**src/rtl/image_load_avalon_master_if.sv**
```systemverilog
// ---------------------------------------------------------------------------
// image_load_avalon_master_if
// Bundles the two data paths of the frame playback master:
//   - Avalon-MM read side : avm_address, avm_read, avm_readdata,
//                           avm_waitrequest, avm_readdatavalid
//   - Avalon-ST video out : dout_data, dout_valid, dout_ready,
//                           dout_startofpacket, dout_endofpacket
// The master modport is the playback engine; the slave modport is the
// environment (memory slave plus stream sink).
// ---------------------------------------------------------------------------
interface image_load_avalon_master_if #(
    parameter int DATA_W = 16
) ();
    logic [31:0]       avm_address;
    logic              avm_read;
    logic [DATA_W-1:0] avm_readdata;
    logic              avm_waitrequest;
    logic              avm_readdatavalid;

    logic [DATA_W-1:0] dout_data;
    logic              dout_valid;
    logic              dout_ready;
    logic              dout_startofpacket;
    logic              dout_endofpacket;

    modport master (
        output avm_address, avm_read,
        input  avm_readdata, avm_waitrequest, avm_readdatavalid,
        output dout_data, dout_valid, dout_startofpacket, dout_endofpacket,
        input  dout_ready
    );

    modport slave (
        input  avm_address, avm_read,
        output avm_readdata, avm_waitrequest, avm_readdatavalid,
        input  dout_data, dout_valid, dout_startofpacket, dout_endofpacket,
        output dout_ready
    );
endinterface

```
**src/rtl/image_load_avalon_master.sv**
```systemverilog
// ---------------------------------------------------------------------------
// image_load_avalon_master
// Plays back N stored video frames laid out back-to-back in memory from a
// base address. Words are fetched with pipelined Avalon-MM reads into a
// show-ahead prefetch FIFO and emitted as SOP/EOP framed Avalon-ST packets.
// Reads are credit limited (outstanding + buffered < depth), so stream
// backpressure can never overflow the FIFO.
//
// Ports:
//   clk, rst_n        clock, asynchronous active-low reset
//   bus (master)      Avalon-MM read port and Avalon-ST output stream
//   sig_en            load configuration (honoured only while idle)
//   sig_address       frame base byte address
//   sig_frame_words   words per frame
//   sig_image_cnt     number of frames to play
//   sig_busy          high whenever the engine is not idle
// ---------------------------------------------------------------------------

// Checker: a push into a full prefetch FIFO means the credit rule broke.
module image_load_avalon_master_chk (
    input logic clk,
    input logic rst_n,
    input logic push,
    input logic full
);
    a_no_push_when_full: assert property (@(posedge clk) disable iff (!rst_n) !(push && full));
endmodule

module image_load_avalon_master #(
    parameter int AVM_WIDTH_LOG  = 4,
    parameter int STORE_WIDTH    = 4,
    parameter int WORDS_WIDTH    = 24,
    parameter int FIFO_DEPTH_LOG = 3
) (
    input  logic                         clk,
    input  logic                         rst_n,
    image_load_avalon_master_if.master   bus,
    input  logic                         sig_en,
    input  logic [31:0]                  sig_address,
    input  logic [WORDS_WIDTH-1:0]       sig_frame_words,
    input  logic [STORE_WIDTH-1:0]       sig_image_cnt,
    output logic                         sig_busy
);
    localparam int DATA_W = 1 << AVM_WIDTH_LOG;
    localparam int DEPTH  = 1 << FIFO_DEPTH_LOG;
    localparam int CNT_W  = FIFO_DEPTH_LOG + 1;
    localparam logic [31:0]      ADDR_STEP = 32'(1 << (AVM_WIDTH_LOG - 3));
    localparam logic [CNT_W-1:0] DEPTH_C   = CNT_W'(DEPTH);

    typedef enum logic [1:0] {
        ST_IDLE  = 2'd0,
        ST_LOAD  = 2'd1,
        ST_DRAIN = 2'd2,
        ST_MIN   = 2'd3
    } state_e;

    state_e                   state_q;
    logic [31:0]              base_q;
    logic [WORDS_WIDTH-1:0]   words_q;
    logic [STORE_WIDTH-1:0]   image_cnt_q;
    logic [31:0]              addr_cnt_q;
    logic [WORDS_WIDTH-1:0]   req_cnt_q;
    logic [WORDS_WIDTH-1:0]   out_cnt_q;
    logic [CNT_W-1:0]         outstanding_q;
    logic [CNT_W-1:0]         outstanding_d;

    logic [DATA_W-1:0]         fifo_mem_q [DEPTH];
    logic [FIFO_DEPTH_LOG-1:0] wr_ptr_q;
    logic [FIFO_DEPTH_LOG-1:0] rd_ptr_q;
    logic [CNT_W-1:0]          fifo_count_q;
    logic [CNT_W-1:0]          fifo_count_d;

    logic [CNT_W-1:0]       pending_s;
    logic                   fifo_empty_s;
    logic                   fifo_full_s;
    logic                   rd_req_s;
    logic                   accept_s;
    logic                   push_s;
    logic                   pop_s;
    logic [WORDS_WIDTH-1:0] words_m1_s;
    logic                   eop_s;
    logic                   last_req_s;

    assign pending_s    = outstanding_q + fifo_count_q;
    assign fifo_empty_s = (fifo_count_q == {CNT_W{1'b0}});
    assign fifo_full_s  = (fifo_count_q == DEPTH_C);
    assign rd_req_s     = (state_q == ST_LOAD) && (req_cnt_q < words_q) && (pending_s < DEPTH_C);
    assign accept_s     = rd_req_s && !bus.avm_waitrequest;
    // Returns with nothing outstanding belong to reads issued before a reset.
    assign push_s       = bus.avm_readdatavalid && (outstanding_q != {CNT_W{1'b0}});
    assign pop_s        = !fifo_empty_s && bus.dout_ready;
    assign words_m1_s   = words_q - WORDS_WIDTH'(1);
    assign eop_s        = (out_cnt_q == words_m1_s);
    assign last_req_s   = ((req_cnt_q + WORDS_WIDTH'(1)) == words_q);

    assign bus.avm_read           = rd_req_s;
    assign bus.avm_address        = base_q + addr_cnt_q;
    assign bus.dout_data          = fifo_mem_q[rd_ptr_q];
    assign bus.dout_valid         = !fifo_empty_s;
    assign bus.dout_startofpacket = !fifo_empty_s && (out_cnt_q == {WORDS_WIDTH{1'b0}});
    assign bus.dout_endofpacket   = !fifo_empty_s && eop_s;
    assign sig_busy               = (state_q != ST_IDLE);

    // Outstanding-read and FIFO occupancy next values; simultaneous +/- cancel.
    always_comb begin
        outstanding_d = outstanding_q;
        fifo_count_d  = fifo_count_q;
        case ({accept_s, push_s})
            2'b10:   outstanding_d = outstanding_q + CNT_W'(1);
            2'b01:   outstanding_d = outstanding_q - CNT_W'(1);
            default: outstanding_d = outstanding_q;
        endcase
        case ({push_s, pop_s})
            2'b10:   fifo_count_d = fifo_count_q + CNT_W'(1);
            2'b01:   fifo_count_d = fifo_count_q - CNT_W'(1);
            default: fifo_count_d = fifo_count_q;
        endcase
    end

    // Prefetch FIFO storage and pointers.
    always_ff @(posedge clk or negedge rst_n) begin
        if (!rst_n) begin
            for (int i = 0; i < DEPTH; i++) begin
                fifo_mem_q[i] <= '0;
            end
            wr_ptr_q     <= '0;
            rd_ptr_q     <= '0;
            fifo_count_q <= '0;
        end else begin
            if (push_s) begin
                fifo_mem_q[wr_ptr_q] <= bus.avm_readdata;
                wr_ptr_q             <= wr_ptr_q + FIFO_DEPTH_LOG'(1);
            end
            if (pop_s) begin
                rd_ptr_q <= rd_ptr_q + FIFO_DEPTH_LOG'(1);
            end
            fifo_count_q <= fifo_count_d;
        end
    end

    // Playback FSM with configuration, address, request and output counters.
    always_ff @(posedge clk or negedge rst_n) begin
        if (!rst_n) begin
            state_q       <= ST_IDLE;
            base_q        <= '0;
            words_q       <= '0;
            image_cnt_q   <= '0;
            addr_cnt_q    <= '0;
            req_cnt_q     <= '0;
            out_cnt_q     <= '0;
            outstanding_q <= '0;
        end else begin
            outstanding_q <= outstanding_d;
            if (pop_s) begin
                out_cnt_q <= eop_s ? {WORDS_WIDTH{1'b0}} : out_cnt_q + WORDS_WIDTH'(1);
            end
            if (accept_s) begin
                req_cnt_q  <= req_cnt_q + WORDS_WIDTH'(1);
                addr_cnt_q <= addr_cnt_q + ADDR_STEP;
            end
            case (state_q)
                ST_IDLE: begin
                    // The address offset only rewinds once the whole job is done,
                    // so the frames of one job sit back to back in memory.
                    if (image_cnt_q == {STORE_WIDTH{1'b0}}) begin
                        addr_cnt_q <= '0;
                    end
                    if (sig_en) begin
                        base_q      <= sig_address;
                        words_q     <= sig_frame_words;
                        image_cnt_q <= sig_image_cnt;
                    end else if (image_cnt_q != {STORE_WIDTH{1'b0}}) begin
                        if (words_q != {WORDS_WIDTH{1'b0}}) begin
                            state_q   <= ST_LOAD;
                            req_cnt_q <= '0;
                        end else begin
                            // Empty frames: drop the job instead of spinning.
                            image_cnt_q <= '0;
                        end
                    end
                end
                ST_LOAD: begin
                    if (accept_s && last_req_s) begin
                        state_q <= ST_DRAIN;
                    end
                end
                ST_DRAIN: begin
                    if (pop_s && eop_s) begin
                        state_q <= ST_MIN;
                    end
                end
                ST_MIN: begin
                    image_cnt_q <= image_cnt_q - STORE_WIDTH'(1);
                    state_q     <= ST_IDLE;
                end
                default: begin
                    state_q <= ST_IDLE;
                end
            endcase
        end
    end

    image_load_avalon_master_chk u_chk (
        .clk   (clk),
        .rst_n (rst_n),
        .push  (push_s),
        .full  (fifo_full_s)
    );
endmodule

```
**src/flat_wrapper.sv**
```systemverilog
// flat-port wrapper written by rule: the top's interface ports become plain ports
module image_load_avalon_master_flat 
#(
    parameter int AVM_WIDTH_LOG  = 4,
    parameter int STORE_WIDTH    = 4,
    parameter int WORDS_WIDTH    = 24,
    parameter int FIFO_DEPTH_LOG = 3
)
  (clk, rst_n, sig_en, sig_address, sig_frame_words, sig_image_cnt, sig_busy, bus_avm_address, bus_avm_read, bus_avm_readdata, bus_avm_waitrequest, bus_avm_readdatavalid, bus_dout_data, bus_dout_valid, bus_dout_startofpacket, bus_dout_endofpacket, bus_dout_ready);
  image_load_avalon_master_if bus_i ();
  input  logic clk;
  input  logic rst_n;
  input  logic sig_en;
  input  logic [31:0] sig_address;
  input  logic [WORDS_WIDTH-1:0] sig_frame_words;
  input  logic [STORE_WIDTH-1:0] sig_image_cnt;
  output logic sig_busy;
  output wire logic [$bits(bus_i.avm_address)-1:0] bus_avm_address;
  output wire logic [$bits(bus_i.avm_read)-1:0] bus_avm_read;
  input wire logic [$bits(bus_i.avm_readdata)-1:0] bus_avm_readdata;
  input wire logic [$bits(bus_i.avm_waitrequest)-1:0] bus_avm_waitrequest;
  input wire logic [$bits(bus_i.avm_readdatavalid)-1:0] bus_avm_readdatavalid;
  output wire logic [$bits(bus_i.dout_data)-1:0] bus_dout_data;
  output wire logic [$bits(bus_i.dout_valid)-1:0] bus_dout_valid;
  output wire logic [$bits(bus_i.dout_startofpacket)-1:0] bus_dout_startofpacket;
  output wire logic [$bits(bus_i.dout_endofpacket)-1:0] bus_dout_endofpacket;
  input wire logic [$bits(bus_i.dout_ready)-1:0] bus_dout_ready;
  assign bus_avm_address = bus_i.avm_address;
  assign bus_avm_read = bus_i.avm_read;
  assign bus_i.avm_readdata = bus_avm_readdata;
  assign bus_i.avm_waitrequest = bus_avm_waitrequest;
  assign bus_i.avm_readdatavalid = bus_avm_readdatavalid;
  assign bus_dout_data = bus_i.dout_data;
  assign bus_dout_valid = bus_i.dout_valid;
  assign bus_dout_startofpacket = bus_i.dout_startofpacket;
  assign bus_dout_endofpacket = bus_i.dout_endofpacket;
  assign bus_i.dout_ready = bus_dout_ready;
  image_load_avalon_master #(.AVM_WIDTH_LOG(AVM_WIDTH_LOG), .STORE_WIDTH(STORE_WIDTH), .WORDS_WIDTH(WORDS_WIDTH), .FIFO_DEPTH_LOG(FIFO_DEPTH_LOG)) u_core (.clk(clk), .rst_n(rst_n), .bus(bus_i), .sig_en(sig_en), .sig_address(sig_address), .sig_frame_words(sig_frame_words), .sig_image_cnt(sig_image_cnt), .sig_busy(sig_busy));
endmodule
```
**config.mk**
```make
export PLATFORM = sky130hd
export DESIGN_NAME = image_load_avalon_master_flat
export DESIGN_NICKNAME = d
export VERILOG_FILES = /design/src/rtl/image_load_avalon_master_if.sv /design/src/rtl/image_load_avalon_master.sv /design/src/flat_wrapper.sv
export SDC_FILE = /design/constraint.sdc
export NUM_CORES = 1
export LEC_CHECK = 0
export CAP_MARGIN = 25
export CORE_MARGIN = 2
export CORE_UTILIZATION = 32
export DETAILED_ROUTE_END_ITERATION = 6
export GPL_TIMING_DRIVEN = 1
export PLACE_DENSITY = 0.57
export SYNTH_ARGS = -nofsm -noshare
export SYNTH_HDL_FRONTEND = slang
export SYNTH_SLANG_ARGS = --single-unit
```
**constraint.sdc**
```tcl
create_clock -name clk -period 3.6 [get_ports clk]
set_input_delay 0.54 -clock clk [delete_from_list [all_inputs] [get_ports clk]]
set_output_delay 0.54 -clock clk [all_outputs]
set_load 0.01 [all_outputs]
```
After elaboration in Yosys (flattened, before gate mapping)
Index checks and enable logic that the tools add are counted.
{ "word_totals": {"ff_bits": 284, "elab_cells": 108} }
{ "op_classes": {"addsub": 13, "order_cmp": 5, "n_eq_ne": 16, "mux": 27, "bitwise": 2, "n_reduce_logical": 26} }
{ "ops": {"columns": ["cell", "count"], "rows": [
  ["$mux 24", 6],
  ["$bwmux 128", 1],
  ["$mux 32", 3],
  ["$add 24x1->24 const B", 2],
  ["$bmux 16 s3", 1],
  ["$demux 16 s3", 1],
  ["$eq 24x24->1", 2],
  ["$mux 16", 3],
  ["$add 32x2->32 const B", 1],
  ["$add 32x32->32", 1],
  ["$logic_not 24->1", 1],
  ["$lt 24x24->1", 1],
  ["$pmux 4 s2", 3],
  ["$reduce_bool 24->1", 1],
  ["$sub 24x1->24 const B", 1],
  ["$mux 4", 3],
  ["$sub 4x1->4 const B", 3],
  ["$logic_and 1x1->1", 10],
  ["$mux 2", 5],
  ["$add 4x1->4 const B", 2],
  ["$eq 2x2->1 const B", 4],
  ["$ge 4x4->1 const B", 2],
  ["$logic_not 4->1", 2],
  ["$not 3->4", 2],
  ["other kinds (17)", 28]
]} }

Longest topological paths before layout
{ "depth": {"word_depth": 9, "depth_mapped": 18} }

Worst setup path before layout
Ideal clock, no wire load.
{ "synth_timing": {"kind": "register -> register", "startpoint": "reg u_core.words_q[11]", "endpoint": "reg u_core.outstanding_q[3]", "setup_time_ns": 0.125, "arrival_ns": 3.347, "required_ns": 3.475, "setup_slack_ns": 0.128, "path_stages_with_launch": 19, "period_less_slack_ns": 3.472, "path_cell_list": "dfrtp_1 clkbuf_1 inv_1 ha_1 and4_1 a221o_1 a31oi_1 o21ai_1 o21ai_1 and2_1 buf_2 inv_1 ha_1 ha_1 a21o_1 a21oi_1 xnor2_1 nor2_1 xor2_1"} }
{ "synth_between": {"elab_chain_len": 6, "elab_cells_between_ends": 8} }
{ "synth_rtl": {"columns": ["item", "line_no", "source"], "rows": [
  ["start: declaration", "image_load_avalon_master.sv:59", "logic [WORDS_WIDTH-1:0] words_q;"],
  ["start signal: assignment", "image_load_avalon_master.sv:170", "words_q <= sig_frame_words;"],
  ["$lt 24x24->1 *", "image_load_avalon_master.sv:87", "assign rd_req_s = (state_q == ST_LOAD) && (req_cnt_q < words_q) && (pending_s < DEPTH_C);"],
  ["$logic_and 1x1->1 * (2 in a row)", "image_load_avalon_master.sv:87", null],
  ["$logic_and 1x1->1 *", "image_load_avalon_master.sv:88", "assign accept_s = rd_req_s && !bus.avm_waitrequest;"],
  ["$eq 2x1->1 / $eq 2x2->1 (equally long branches)", "image_load_avalon_master.sv:108", "case ({accept_s, push_s})"],
  ["$pmux 4 s2 / $reduce_bool 2->1 (equally long branches)", null, null],
  ["end signal: assignment", "image_load_avalon_master.sv:153", "outstanding_q <= outstanding_d;"],
  ["end: declaration", "image_load_avalon_master.sv:64", "logic [CNT_W-1:0] outstanding_q;"]
]} }
Mark *: on every way between the ends. The rest lies on a longest branch, timed or not.
A chain may end at the register's enable or synchronous reset.

Worst setup path after layout
{ "layout_timing": {"startpoint": "reg u_core.base_q[15]", "endpoint": "out bus_avm_address[29]"} }
{ "layout_between": {"elab_chain_len": 1} }
{ "layout_rtl": {"columns": ["item", "line_no", "source"], "rows": [
  ["start: declaration", "image_load_avalon_master.sv:58", "logic [31:0] base_q;"],
  ["start signal: assignment", "image_load_avalon_master.sv:169", "base_q <= sig_address;"],
  ["$add 32x32->32", "image_load_avalon_master.sv:97", "assign bus.avm_address = base_q + addr_cnt_q;"],
  ["end: declaration", "flat_wrapper.sv:18", "output wire logic [$bits(bus_i.avm_address)-1:0] bus_avm_address;"]
]} }
No other way between the ends.

==> run_results.csv <==
group,metric,value,unit
outcome,status,"complete, but fails checks",
outcome,violations,"setup timing",
die,coreArea,51000,µm²
power,pwr-share-clk,21.2,%
run,drv_cap,0,
timing,finalHoldViolCount,0,
detailed_routing,drc,0,
worst_hold_path,hp-class,"in -> async",
logic_synthesis,ys_types,78,
worst_setup_path,cp.arrival,3.14,ns
global_routing,grt_max_degree,100,
finish,final_nets,1916,
timing,max_freq,272,MHz
clock_network,htree_levels,2,
power,intPower,0.0109,W
logic_synthesis,synthCells,1493,
power,p_sw,0.00595,W
timing,worst_pin_slew,1.05,ns
logic_synthesis,synthFlopType,"dfrtp_1",
logic_synthesis,syn_nets,1651,
placed_design,place.gp.congestion,0.882,
finish,final_common_cell,"dfrtp_1",
global_routing,antenna_found_initial,4,
placed_design,hpwl,30.9,mm
logic_synthesis,synthArstFlopShare,100,%
timing,relSlewSlack,29.6,%
die,fp-row-count,83,
clock_network,clk_pin_slew,0.06,ns
worst_setup_path,cp_data_required_time,3.06,ns
finish,fillers,4818,
power,netSwitchingFraction,35.2,%
power,powerDensity,792,nW/µm²
timing,setup_violations,4,
global_routing,grt_pass1_wl,71.1,mm
timing,slew_violations,0,
die,fp.dieH,230,µm
die,io_pins,135,
timing,fin_crit,3.68,ns
logic_synthesis,netlist_area,16400,µm²
global_routing,gr-total-overflow,0,
detailed_routing,antenna_left,0,
finish,syn_to_final_growth,29.9,%
detailed_routing,dr.pass1.iters,5,
finish,most-common-layout-cells,"dfrtp_1 (272), mux2_2 (202), buf_4 (153), nor2_1 (129), clkdlybuf4s50_1 (108)",
clock_network,hold_buffers,0,
power,power,0.0169,W
worst_setup_path,end_kind,"primary output",
timing,fin_ws,-0.0783,ns
detailed_routing,wire_per_inst,18.0,µm
worst_setup_path,worstPathMaxFanout,4,
logic_synthesis,ys.warnings.count,0,
clock_network,clock_latency,0.55,ns
die,die_width,230,µm
clock_network,cts_tree,"done",
global_routing,grt_pass1_vias,13100,
detailed_routing,via_per_inst,5.07,
timing,rsz0062_at_grt,"yes",
power,p_leak,9.19,nW
clock_network,cts_buffers,35,
logic_synthesis,yosys_register_bits,283,
power,seqPwrFrac,32.0,%
logic_synthesis,synth_area_per_cell,11.0,µm²
detailed_routing,routed_wl,44.3,mm
timing,fin_crit_sh,102,%
logic_synthesis,synth_edf_count,0,
placed_design,post-place-ws,-0.459,ns
power,combPwrFrac,46.8,%
clock_network,root_buffer,"clkbuf_16",
clock_network,cts_sinks,283,
detailed_routing,num_vias,12500,
power,ir_worst_vdd,0.000544,V
placed_design,portBuffers,134,
worst_setup_path,worstSetupPathType,"reg -> out",
detailed_routing,drtIter0Drc,709,
clock_network,clock_path_buffers,3,
timing,clock_skew,0.0251,ns
worst_setup_path,critPathLaunchType,"register",
logic_synthesis,ys_seq_area_share,43.1,%
finish,drive_gt1_share,31.8,%
die,dieArea,53100,µm²
global_routing,grtUsageTotal,16.7,%
die,start_util,32.2,%
-- synth_stat cells, drive strengths merged (9+ instances only) --
cell type	instances	share of area [%]
nor2	132	3.1
a31oi	11	0.42
o21ai	42	1.3
and4	11	0.59
nand2b	10	0.38
inv	59	1.3
mux2	204	14
nor4	24	1.2
mux4	32	4.4
nand3	51	1.7
and2	16	0.61
clkbuf	53	1.2
and3	21	0.80
xor2	76	4.1
nor3	35	1.2
a21o	13	0.59
xnor2	84	4.5
a21oi	45	1.4
ha	74	5.6
o211ai	9	0.41
dfrtp	283	43
nand2	63	1.5
nand4	34	1.3
buf	17	0.60
-- sequential cells by signal (all words and copies together), names as in the netlist --
signal	count
u_core.fifo_mem_q	128
u_core.base_q	32
u_core.addr_cnt_q	31
u_core.out_cnt_q	24
u_core.req_cnt_q	24
u_core.words_q	24
u_core.fifo_count_q	4
u_core.image_cnt_q	4
u_core.outstanding_q	4
u_core.rd_ptr_q	3
u_core.wr_ptr_q	3
u_core.state_q	2
-- worst max-delay path, stage by stage (launching register included) --
cell and delay (ns):
dfrtp_1 0.41, ha_4 0.27, buf_6 0.11, o21a_1 0.18
a221oi_2 0.22, buf_4 0.17, a21oi_4 0.07, o2111ai_4 0.29
a21oi_4 0.11, buf_6 0.14, a311oi_2 0.23, buf_4 0.17
xnor2_2 0.09, buf_2 0.15
-- per-stage QoR --
stage	setup TNS [ns]	area, µm²	utilization, %	hold slack, ns	instances
floorplan	0	16400	-	0.244	1493
global placement	-1.91	19400	38.1	0.481	2374
detailed placement	-2.24	19400	38.1	0.490	2374
CTS	-0.557	21100	41.4	0.0349	2453
global route	-1.31	21300	41.8	0.0644	2462
finish	-0.218	21300	41.8	0.0115	2462
-- repair_timing --
item | in CTS | in global routing
setup endpoints to repair | 26 | 24
pin swaps | 48 | 24
setup buffers | 20 | 8
gates resized for setup | 141 | 38
-- cells by family (layout without fill, tap and decap cells) --
family / after synthesis / count (layout) / synth area share (%)
buf+inv: 129 / 417 / 3.16
xor+xnor: 160 / 160 / 8.54
mux: 243 / 243 / 18.8
flops: 283 / 283 / 43.1
other cells: 0 / 1 / 0
compound gates: 167 / 167 / 6.48
simple gates: 434 / 434 / 13.9
fa+ha+maj: 77 / 77 / 5.95
-- power by group through the flow --
stage | clock network (W) | registers (W) | logic [W]
after floorplan | 0 | 0.00497 | 0.00503
after global placement | 0 | 0.00533 | 0.00744
after detailed placement | 0 | 0.00540 | 0.00758
after CTS | 0.00371 | 0.00539 | 0.00785
after global routing | 0.00382 | 0.00557 | 0.00863
final | 0.00357 | 0.00541 | 0.00791
-- worst paths after layout --
| path | from | end | slack, ns | depth (start not counted) |
|---|---|---|---|---|
| min in group clk | u_core.fifo_mem_q[66] | u_core.fifo_mem_q[66] | 0.50 | 1 |
| worst min register to register | u_core.fifo_mem_q[66] | u_core.fifo_mem_q[66] | 0.50 | 1 |
| worst max register to register | u_core.words_q[6] | u_core.state_q[1] | 0.21 | 10 |
| max in group asynchronous | rst_n | u_core.words_q[4] | 2.63 | 2 |
| worst max-delay path | u_core.base_q[15] | bus_avm_address[29] | -0.08 | 13 |
| worst min-delay path | rst_n | u_core.fifo_mem_q[92] | 0.01 | 1 |
-- metal layers --
metal  global-route usage, %  share of wire (%)  vias up
li1                        -                  -     5892
met1                    21.5                 44     6237
met2                    28.3                 48      265
met3                    2.94                4.4       81
met4                    6.15                3.0        6
met5                       0              0.070        -
-- area by class of cell --
| type | instances | area, µm² | share of cell area [%] |
|---|---|---|---|
| diodes | 1 | 2.50 | 0.0117 |
| clock buffers | 47 | 992 | 4.65 |
| clock inverters | 13 | 164 | 0.769 |
| inverters | 59 | 221 | 1.04 |
| multi-input cells | 1081 | 9390 | 44.0 |
| flip-flops and latches | 283 | 7100 | 33.3 |
| well taps | 680 | 851 | 3.99 |
| repair buffers | 298 | 2610 | 12.2 |
(Power assumes the default switching activity.)
